==> config.mk <==
export PLATFORM = sky130hd
export DESIGN_NAME = if_stage
export DESIGN_NICKNAME = d
export VERILOG_FILES = /design/src/rtl/if_stage.sv
export SDC_FILE = /design/constraint.sdc
export NUM_CORES = 1
export LEC_CHECK = 0
export BUFFER_PORTS_ARGS = -buffer_cell sky130_fd_sc_hd__buf_4
export CELL_PAD_IN_SITES_DETAIL_PLACEMENT = 0
export CELL_PAD_IN_SITES_GLOBAL_PLACEMENT = 1
export CORE_MARGIN = 3
export CORE_UTILIZATION = 24
export CTS_BUF_LIST = sky130_fd_sc_hd__clkbuf_4 sky130_fd_sc_hd__clkbuf_8
export DETAILED_ROUTE_END_ITERATION = 16
export PLACE_DENSITY = 0.59
export SETUP_SLACK_MARGIN = 0.3
export SLEW_MARGIN = 40
export SYNTH_ARGS = -nofsm -noshare
export SYNTH_HDL_FRONTEND = slang
export SYNTH_SLANG_ARGS = --single-unit
==> constraint.sdc <==
create_clock -name clk -period 5.71 [get_ports clk]
set_input_delay 1.713 -clock clk [delete_from_list [all_inputs] [get_ports clk]]
set_output_delay 1.713 -clock clk [all_outputs]
set_load 0.01 [all_outputs]
==> src/rtl/if_stage.sv <==
// LEGv8 instruction-fetch stage: owns the PC, issues one outstanding imem request,
// and holds the IF/ID pipeline register plus a one-entry skid for decode stalls.
//
// state  | meaning
// S_REQ  | request pc on imem, waiting for grant
// S_WAIT | request granted, waiting for response
// S_FULL | IF/ID full and response parked in skid, waiting for decode
// S_DROP | redirected while a request was in flight; discard its response
module if_stage #(
  parameter int          N        = 64,
  parameter logic [N-1:0] RESET_PC = '0
) (
  input  logic         clk,
  input  logic         reset,
  output logic         imem_req,
  output logic [N-1:0] imem_addr,
  input  logic         imem_gnt,
  input  logic         imem_rvalid,
  input  logic [31:0]  imem_rdata,
  input  logic         br_taken,
  input  logic [N-1:0] br_target,
  output logic         id_valid,
  input  logic         id_ready,
  output logic [31:0]  id_instr,
  output logic [N-1:0] id_pc
);

  typedef enum logic [1:0] {S_REQ, S_WAIT, S_FULL, S_DROP} state_t;

  state_t       state, state_nxt;
  logic [N-1:0] pc, req_pc;
  logic [N-1:0] br_pc;
  logic         skid_valid;
  logic [31:0]  skid_instr;
  logic [N-1:0] skid_pc;
  logic         rsp_load_id, rsp_load_skid, skid_to_id, consume;

  assign br_pc   = br_target & ~{{(N-2){1'b0}}, 2'b11};
  assign consume = id_valid && id_ready;

  always_ff @(posedge clk or negedge reset) begin
    if (!reset) state <= S_REQ;
    else        state <= state_nxt;
  end

  always_comb begin
    state_nxt = state;
    if (br_taken) begin
      // a request still in flight past this edge must have its response absorbed
      if (((state == S_WAIT || state == S_DROP) && !imem_rvalid) ||
          (state == S_REQ && imem_gnt))
        state_nxt = S_DROP;
      else
        state_nxt = S_REQ;
    end else begin
      case (state)
        S_REQ:  if (imem_gnt) state_nxt = S_WAIT;
        S_WAIT: if (imem_rvalid) state_nxt = (!id_valid || id_ready) ? S_REQ : S_FULL;
        S_FULL: if (id_ready) state_nxt = S_REQ;
        S_DROP: if (imem_rvalid) state_nxt = S_REQ;
        default: state_nxt = S_REQ;
      endcase
    end
  end

  always_comb begin
    imem_req      = (state == S_REQ) && reset;
    imem_addr     = pc;
    rsp_load_id   = !br_taken && (state == S_WAIT) && imem_rvalid && (!id_valid || id_ready);
    rsp_load_skid = !br_taken && (state == S_WAIT) && imem_rvalid && id_valid && !id_ready;
    skid_to_id    = !br_taken && (state == S_FULL) && id_ready && skid_valid;
  end

  always_ff @(posedge clk or negedge reset) begin
    if (!reset) begin
      pc         <= RESET_PC;
      req_pc     <= '0;
      id_valid   <= 1'b0;
      id_instr   <= '0;
      id_pc      <= '0;
      skid_valid <= 1'b0;
      skid_instr <= '0;
      skid_pc    <= '0;
    end else begin
      if (state == S_REQ && imem_gnt)
        req_pc <= pc;

      if (br_taken)
        pc <= br_pc;
      else if (state == S_WAIT && imem_rvalid)
        pc <= req_pc + N'(4);

      if (br_taken) begin
        id_valid <= 1'b0;
      end else if (rsp_load_id) begin
        id_valid <= 1'b1;
        id_instr <= imem_rdata;
        id_pc    <= req_pc;
      end else if (skid_to_id) begin
        id_valid <= 1'b1;
        id_instr <= skid_instr;
        id_pc    <= skid_pc;
      end else if (consume) begin
        id_valid <= 1'b0;
      end

      if (br_taken || skid_to_id) begin
        skid_valid <= 1'b0;
      end else if (rsp_load_skid) begin
        skid_valid <= 1'b1;
        skid_instr <= imem_rdata;
        skid_pc    <= req_pc;
      end
    end
  end

endmodule

==> impl.org, run 1 <==
** Placed design
- In this run the tool buffered the top-level ports with between 200 and 300 buffer cells.
- Detailed placement ended at an HPWL of 29,100 um.
- Final estimated routing congestion in global placement :: 0.751
- Pre-CTS worst setup slack :: 1.33 ns
- Post-Place Cell Area :: 17,000 um2

** Critical path
- The worst register-to-register path begins at req_pc[10].
- The setup check on the worst reg-to-reg path leaves a slack of around 2.7 ns.
- The worst setup path is launched from a primary input.
- Arrival time of data at the critical path endpoint :: about 2.5 ns
- Kind of end point of the critical path :: output port
- Data on the critical path is required at its endpoint by 4.00 ns.
- Worst R2R End :: imem_addr[30]
- Largest driver fanout on the critical path :: 3
- Worst Reg2Reg Path Length in Cells :: 6
- The critical path is of the primary input to output port type.

** Synthesis
- Of the total synthesized cell area, the portion taken by XOR and XNOR cells is 2.82%.
- After synthesis, the largest family of logic cells by area is simple AND/OR/NAND/NOR gates.
- The synthesized netlist devotes about 16% of its cell area to simple gates.
- Post-Synthesis Cell Area :: between 10,000 and 15,000 um2
- The synthesized netlist devotes 9.14% of its cell area to compound gates.
- Post-synthesis mux area share :: 12.8%
- The synthesized netlist devotes 0.0876% of its cell area to adder and majority cells.
- Number of warning messages in the yosys log :: 0
- Of all cell types, the one taking the most synthesized area is sky130_fd_sc_hd__dfrtp_1.
- Area share of the largest cell type after synthesis :: 56.8%
- Of the synthesized area, sequential elements account for 56.8%.
- Synthesized area per cell :: 10.9 um2
- Fraction of registers with async set/reset :: 100%
- Mapped Nets :: 1,410
- Main flop type after synthesis :: sky130_fd_sc_hd__dfrtp_1
- In this run, distinct cell masters in the synthesized netlist total 46.
- Top cells by area in the synthesized netlist :: sky130_fd_sc_hd__dfrtp_1, sky130_fd_sc_hd__mux2_2, sky130_fd_sc_hd__nor2_1
- Synthesis produced ~1,300 cells.
- After synthesis the netlist holds a flip-flop and latch count of 324.
- Yosys mapped a number of flops with a built-in enable equal to 0.

** Timing
- Max Fclk :: 240 MHz
- Final hold violations :: 0
- Final Critical Period :: ~4.2 ns
- Worst setup margin :: 1.55 ns
- In this run the tightest slew margin relative to its limit is 43.5%.
- Layout Skew :: between 0.01 and 0.015 ns
- The count of final max-slew check failures came to 0.
- In the finished design, the share of the clock period the worst path needs comes to 72.9%.
- At the pin with the least slew margin, the transition time is about 0.84 ns.
- Setup repair after global routing missed its margin :: false
- Final count of negative-setup-slack endpoints :: 0
- Setup total negative slack :: 0 ns

** Power
- Leakage power figure :: 8.31 nW
- IR analysis of the VDD net gives a maximum drop of 228 uV.
- Combinational cell fraction of total power :: between 20 and 30%
- Relative contribution of the clock network to total power :: 28.2%
- Of the total power, registers draw a little over two fifths.
- Power Dens Cells :: around 480 nW/um2
- Sw Pwr :: 2.99 mW
- The internal portion of the total power is 5.89 mW.
- In this run switching power makes up 33.7% of total power.

** Min path
- The startpoint identified for the worst hold timing path is id_pc[8].
- Worst hold endpoint :: id_pc[8]
- Along the worst hold path, the cell count comes to 2.
- Worst hold path type :: flop to flop

** Clocking
- After clock tree synthesis, the repair step resized 0 gates.
- Setup fix buffers added after clock tree synthesis :: 0
- Clock tree synthesis inserted a total of 60 buffers.
- Hold bufs inserted after CTS :: 0
- TritonCTS built the clock tree.
- In this run the clock root is driven by a sky130_fd_sc_hd__clkbuf_8.
- Total number of clock tree sinks :: roughly 320
- Clock-pin transition on the worst setup and hold timing paths :: about 0.050 ns
- Skew-Pair Late Insertion Delay :: approximately 0.63 ns
- Clock buffer depth :: 3
- H-Tree Depth :: 2

** Floorplanning
- The floorplan step defined a core boundary enclosing 58,200 um2.
- In this run the vertical extent of the chip is 250 um.
- In this run the horizontal extent of the chip is 250 um.
- During I/O placement, the number of pins put on the boundary was 264.
- Effective utilization at floorplan :: 24.5%
- After floorplanning, the core was divided into 88 placement rows.
- Die ar. :: about 62,000 um2

** Detailed routing
- The routed layout has 11,000 vias.
- The count of nets left with antenna violations once routing finished came out at 0.
- After detailed routing, the number of vias per cell comes to 4.65.
- DRT Pass-1 Iters :: 4
- The routed design has about 45,000 um of wire.
- For this block, the initial DRC count from the detailed router was around 540.
- In the routed design, unresolved DRC markers number 0.
- Dividing the detail-routed wire length by the instance count gives 19.2 um.

** Global routing
- The first global-routing pass estimated 70,400 um of wire.
- Initial antenna violation count :: 2
- Aggregate global routing overflow :: 0
- Overall routing resource usage :: 14.3%
- Entering global routing, the biggest net connects 94 pins.
- The number of global-route vias before repair is 11,600.

** Job
- Count of max-cap constraint violations :: 0

** Final layout
- The post-route netlist has 35.9% of its cells at a drive strength greater than 1.
- The finished cells cover 18,400 um2.
- Ant. Diodes :: 0
- Final-stage net count :: ~1,700
- Filler cell count in the final layout :: 5,981
- The sequential cells in the finished layout cover a total of 8110 um2.
- The multi-input combinational cells in the finished layout cover a total of a little under 6000 um2.
- From synthesis to final layout, the design area changed by 29.0%.

** Outcome
- The flow ran to the end, and the final reports show no timing, DRC or antenna violations.
worst max-delay path, cell delays in order:
cell and delay [ns]:
sky130_fd_sc_hd__buf_8 0.12, sky130_fd_sc_hd__nor3b_1 0.40, sky130_fd_sc_hd__buf_4 0.21
area by class of cell:
class                   instances  area share (%)
clock buffers                  93            6.43
inverters                       7           0.143
clock inverters                13           0.944
flip-flops and latches        324            44.0
repair buffers                280            11.7
well taps                     765            5.19
multi-input cells             881            31.6
registers in the layout, summed over array words and instances (netlist names):
register and count:
id_pc 64, imem_addr 64, req_pc 64, skid_pc 64, id_instr 32, skid_instr 32
state 2, id_valid 1, skid_valid 1
power groups by stage:
stage	Sequential [mW]	Combinational (mW)	Clock, mW
after floorplan	3.84	1.28	0
after global placement	3.88	2.52	0
after detailed placement	3.90	2.55	0
after CTS	3.87	2.56	2.63
after global routing	4.01	2.79	2.72
final	3.87	2.50	2.51
Yosys cell counts, types with 3 or more instances:
cell type / instances
sky130_fd_sc_hd__nand3_1: 21
sky130_fd_sc_hd__or3_1: 9
sky130_fd_sc_hd__buf_2: 12
sky130_fd_sc_hd__o21ai_1: 7
sky130_fd_sc_hd__nand4_4: 3
sky130_fd_sc_hd__buf_1: 24
sky130_fd_sc_hd__a311o_1: 8
sky130_fd_sc_hd__nor4_4: 4
sky130_fd_sc_hd__xnor2_1: 38
sky130_fd_sc_hd__nand2_1: 119
sky130_fd_sc_hd__and4_1: 5
sky130_fd_sc_hd__nor4_2: 7
sky130_fd_sc_hd__o221ai_1: 22
sky130_fd_sc_hd__nor4_1: 7
sky130_fd_sc_hd__o22ai_1: 96
sky130_fd_sc_hd__nor2b_1: 4
sky130_fd_sc_hd__nor3_2: 7
sky130_fd_sc_hd__o31a_1: 4
sky130_fd_sc_hd__nor2_1: 235
sky130_fd_sc_hd__clkbuf_1: 57
sky130_fd_sc_hd__mux2_2: 155
sky130_fd_sc_hd__nor3b_1: 5
sky130_fd_sc_hd__o31ai_1: 5
sky130_fd_sc_hd__inv_1: 7
sky130_fd_sc_hd__dfrtp_1: 324
sky130_fd_sc_hd__mux2i_1: 8
sky130_fd_sc_hd__and3_1: 5
sky130_fd_sc_hd__a21oi_1: 23
sky130_fd_sc_hd__o21ai_0: 33
sky130_fd_sc_hd__nor3_1: 11
sky130_fd_sc_hd__nand4_1: 13
sky130_fd_sc_hd__xor2_1: 8
worst max-delay path by stage:
stage / start / end / cells past startpoint
3_3_place_gp: br_taken / id_pc[41] / 7
4_1_cts: reset / imem_req / 3
5_1_grt: reset / imem_req / 3
3_5_place_dp: br_taken / id_pc[41] / 7
6_report: reset / imem_req / 3
2_1_floorplan: reset / imem_req / 1
per-layer routing:
layer	routed length, um	vias to the layer above	track usage, %
met4	853	4	3.69
met1	21500	5525	20.1
met5	29	-	0
li1	-	5091	-
met3	2780	63	3.82
met2	20100	306	21.8
layout by cell type (no fill, tap or decap), drive strengths merged, types with 4 or more instances in the layout:
master	count
xor2	8
dfrtp	324
nor3b	5
o31ai	6
mux2	155
o221ai	22
nand2	119
nor2	235
bufinv	4
buf	280
clkinv	7
o31a	4
a21oi	23
mux2i	8
o22ai	96
and4	5
o21ai	40
clkbuf	93
xnor2	38
and3	5
nand3	22
or3	9
nor3	18
nand4	18
inv	7
nor4	18
nor2b	4
a311o	8
stage by stage:
step	cells	utilization, %	power [mW]	hold slack (ns)
4_1_cts	2363	31.6	9.06	0.502
5_1_grt	2363	31.6	9.51	0.517
6_report	2363	31.6	8.88	0.497
3_5_place_dp	2257	29.3	6.45	0.487
2_1_floorplan	1307	-	5.12	0.482
3_3_place_gp	2256	29.2	6.39	0.482
cells by family after synthesis:
kind of cell,after synthesis
xor+xnor,46
fa+ha+maj,1
buf+inv,102
simple gates,468
flops,324
compound gates,203
mux,163
Note: power is estimated with default switching activity, not from simulation.
==> run 2, diff against run 1 <==
PLACE_DENSITY = 0.61   (was 0.59)
clock period = 3.55 ns   (was 5.71 ns; I/O delays follow)
==> run 2 against run 1 <==
Compared with the run above:
- routed wire length hardly changed
- core utilization fell by 0.099 points
- total power is 56% higher
- global-route usage is essentially flat
- first-iteration DRC count increased by 8.7%
- die area did not move
- via count up 0.74%
- critical path type unchanged
==> impl.org, run 2 (synthesis gave the netlist of run 1 again) <==
** Timing
- The count of final max-slew check failures came to 0.
- Final count of negative-setup-slack endpoints :: 0
- Measured slew at the worst slew-check pin :: slightly above 0.8 ns
- In the final timing run, aggregate negative setup slack is 0 ns.
- Max Fclk :: between 300 and 400 MHz
- After layout, the minimum clock period comes to ~3.0 ns.
- Final hold violations :: 0
- Final Cycle Share :: a little under nine tenths
- Headroom to the max-slew limit came out at 45.7%.
- Setup repair after global routing left no endpoint under its margin.
- Across the routed clock network, the largest skew measured is 0.0285 ns.

** Global routing
- The initial antenna violation count came to 1.
- Vias in the first global route :: around 12,000
- First-pass GRT wire length :: 70,800 um
- Entering global routing, the biggest net connects 148 pins.
- Aggregate global routing overflow :: 0
- In the global route stage, overall resource usage came out at 14.3%.

** Detailed routing
- After detailed routing, the average wire length per cell comes to 19.1 um.
- Starting DRT DRC Count :: 589
- Via count :: 11,100
- Via density :: around 4.7
- For this run, design rule violations remaining after detail routing come to 0.
- DRT Pass-1 Iters :: 5
- Antenna viol nets, final :: 0
- Summed over all layers, the routed wires come to between 40,000 and 50,000 um.

** Critical path
- Worst R2R End :: imem_addr[31]
- Data on the critical path arrives at its endpoint at 1.96 ns.
- Chain of cells forming the critical path :: buf_8 > nor3b_1 > buf_4
- Worst Reg2Reg Path Length in Cells :: 6
- Kind of end point of the critical path :: output port
- Setup slack on the worst flop-to-flop path :: 0.70 ns
- Grouping stages by cell kind, the critical path spends the most delay in simple AND/OR/NAND/NOR gates.
- The critical path is of the primary input to output port type.
- Critical Path Slowest Stage Cell :: sky130_fd_sc_hd__nor3b_1
- Of all nets on the critical path, the largest fanout is 2.
- Reg2reg start :: req_pc[23]
- On the worst path, the slowest cell contributes a delay of 0.56 ns.
- The critical path contains buffers and inverters numbering 2 combined.
- Required time at the endpoint of the critical path :: 2.48 ns
- STA classifies the critical path startpoint as a primary input.

** Power
- Power Dens Cells :: 753 nW/um2
- Cell internal power was estimated by the tool at 9.08 mW.
- Leakage power figure :: 8.29 nW
- Fraction of power spent switching nets :: around a third
- The share of total power dissipated in sequential elements is 45.0%.
- Combinational logic burns 29.4% of the power.
- The share of total power dissipated in the clock network is 25.6%.
- Across the VDD grid, the largest voltage drop is 338 uV.
- Total Power Consumption :: 13.8 mW
- For this design the total switching power over the nets is 4.75 mW.

** Outcome
- The run finished with clean final reports.

** Clocking
- After clock tree synthesis, the flow added hold-fix buffers numbering 0.
- Clock buffer depth :: 3
- Clock tree from TritonCTS :: built
- After clock tree synthesis, the repair step resized 0 gates.
- H-Tree Depth :: 2
- In this run the clock root is driven by a sky130_fd_sc_hd__clkbuf_8.
- Clock-pin transition on the worst setup and hold timing paths :: ~0.060 ns
- Setup fix buffers added after clock tree synthesis :: 0
- The clock drives ~320 sinks.
- At the later pin of the worst-skew pair, clock insertion delay measures 0.63 ns.
- The number of clock buffers added by TritonCTS is 58.

** Final layout
- Leaving out fill and tap cells, the most frequent cells in the layout are sky130_fd_sc_hd__dfrtp_1, sky130_fd_sc_hd__buf_4, sky130_fd_sc_hd__nor2_1.
- Final-stage net count :: roughly 1,700
- Leading cell type in the layout, fill and taps excluded :: sky130_fd_sc_hd__dfrtp_1
- Filler cell count in the final layout :: 5,967
- Compared with the post-synthesis result, the final layout area differs by 28.6%.
- Cells with a size suffix above 1 make up between 30 and 40% of the layout.

** Floorplanning
- From left edge to right edge, the die measures 250 um.
- Cell row count :: 88
- Vert. Die Dim :: 250 um
- Die ar. :: 62,500 um2
- Total I/O pin count :: 264
- The total area inside the core boundary comes to 58,200 um2.
- The initial utilization of the core area, before any placement, comes to approximately a quarter.

** Placed design
- Detailed placer's ending HPWL :: 29,000 um
- At the end of routability-driven placement, the weighted congestion stood at around 0.75.
- Buffers placed on the I/O ports in this run total 261.

** Job
- Count of max-cap constraint violations :: 0

** Min path
- The path class of the tightest hold or removal check is primary input to asynchronous set/reset pin.
==> run 2: metal layers <==
layer	vias up	GRT usage (%)	share of wire, %
li1	5118	-	-
met1	5598	20.5	49
met2	295	21.7	44
met3	59	3.55	5.7
met4	0	3.48	1.6
met5	-	0	0
==> run 2: cell type report <==
class | instances | area (um2) | share of cell area (%)
tap | 765 | 957 | 5.21
inverter | 7 | 26.3 | 0.143
clock buffer | 91 | 1120 | 6.10
multi-input combinational | 881 | 5800 | 31.6
timing repair buffer | 290 | 2320 | 12.6
antenna | 1 | 2.50 | 0.0136
clock inverter | 7 | 43.8 | 0.238
sequential | 324 | 8110 | 44.1
==> run 2: worst max-delay path by stage <==
stage | from | end | slack (ns) | depth (start not counted)
2_1_floorplan | imem_rvalid | skid_instr[10] | 0.81 | 7
3_3_place_gp | imem_rvalid | id_pc[20] | 0.56 | 7
3_5_place_dp | imem_rvalid | id_pc[20] | 0.56 | 7
4_1_cts | state[1] | imem_req | 0.55 | 2
5_1_grt | req_pc[23] | imem_addr[35] | 0.44 | 6
6_report | reset | imem_req | 0.53 | 3
==> run 2: metrics by stage <==
step / setup WS (ns) / area (um2) / utilization (%) / cells / hold slack, ns
after floorplan: 0.812 / 14300 / - / 1307 / 0.482
after global placement: 0.564 / 17100 / 29.4 / 2265 / 0.483
after detailed placement: 0.561 / 17200 / 29.5 / 2266 / 0.487
after CTS: 0.551 / 18300 / 31.5 / 2364 / 0.420
after global routing: 0.438 / 18400 / 31.5 / 2365 / 0.450
final: 0.526 / 18400 / 31.5 / 2366 / 0.487
==> run 2: power groups by stage <==
stage / clock network (mW) / logic [mW] / registers, mW
after CTS: 3.70 / 4.14 / 6.24
after global placement: 0 / 4.07 / 6.23
final: 3.54 / 4.07 / 6.22
after global routing: 3.87 / 4.50 / 6.45
after detailed placement: 0 / 4.13 / 6.28
after floorplan: 0 / 2.06 / 6.18
==> run 2: worst register-to-register path, stage by stage (launching register included) <==
cell and delay [ns]:
sky130_fd_sc_hd__dfrtp_1 0.49, sky130_fd_sc_hd__nand4_1 0.18, sky130_fd_sc_hd__nor2_1 0.42, sky130_fd_sc_hd__nand4_2 0.72, sky130_fd_sc_hd__or3_1 0.58, sky130_fd_sc_hd__a311o_1 0.34
sky130_fd_sc_hd__nand2_1 0.07
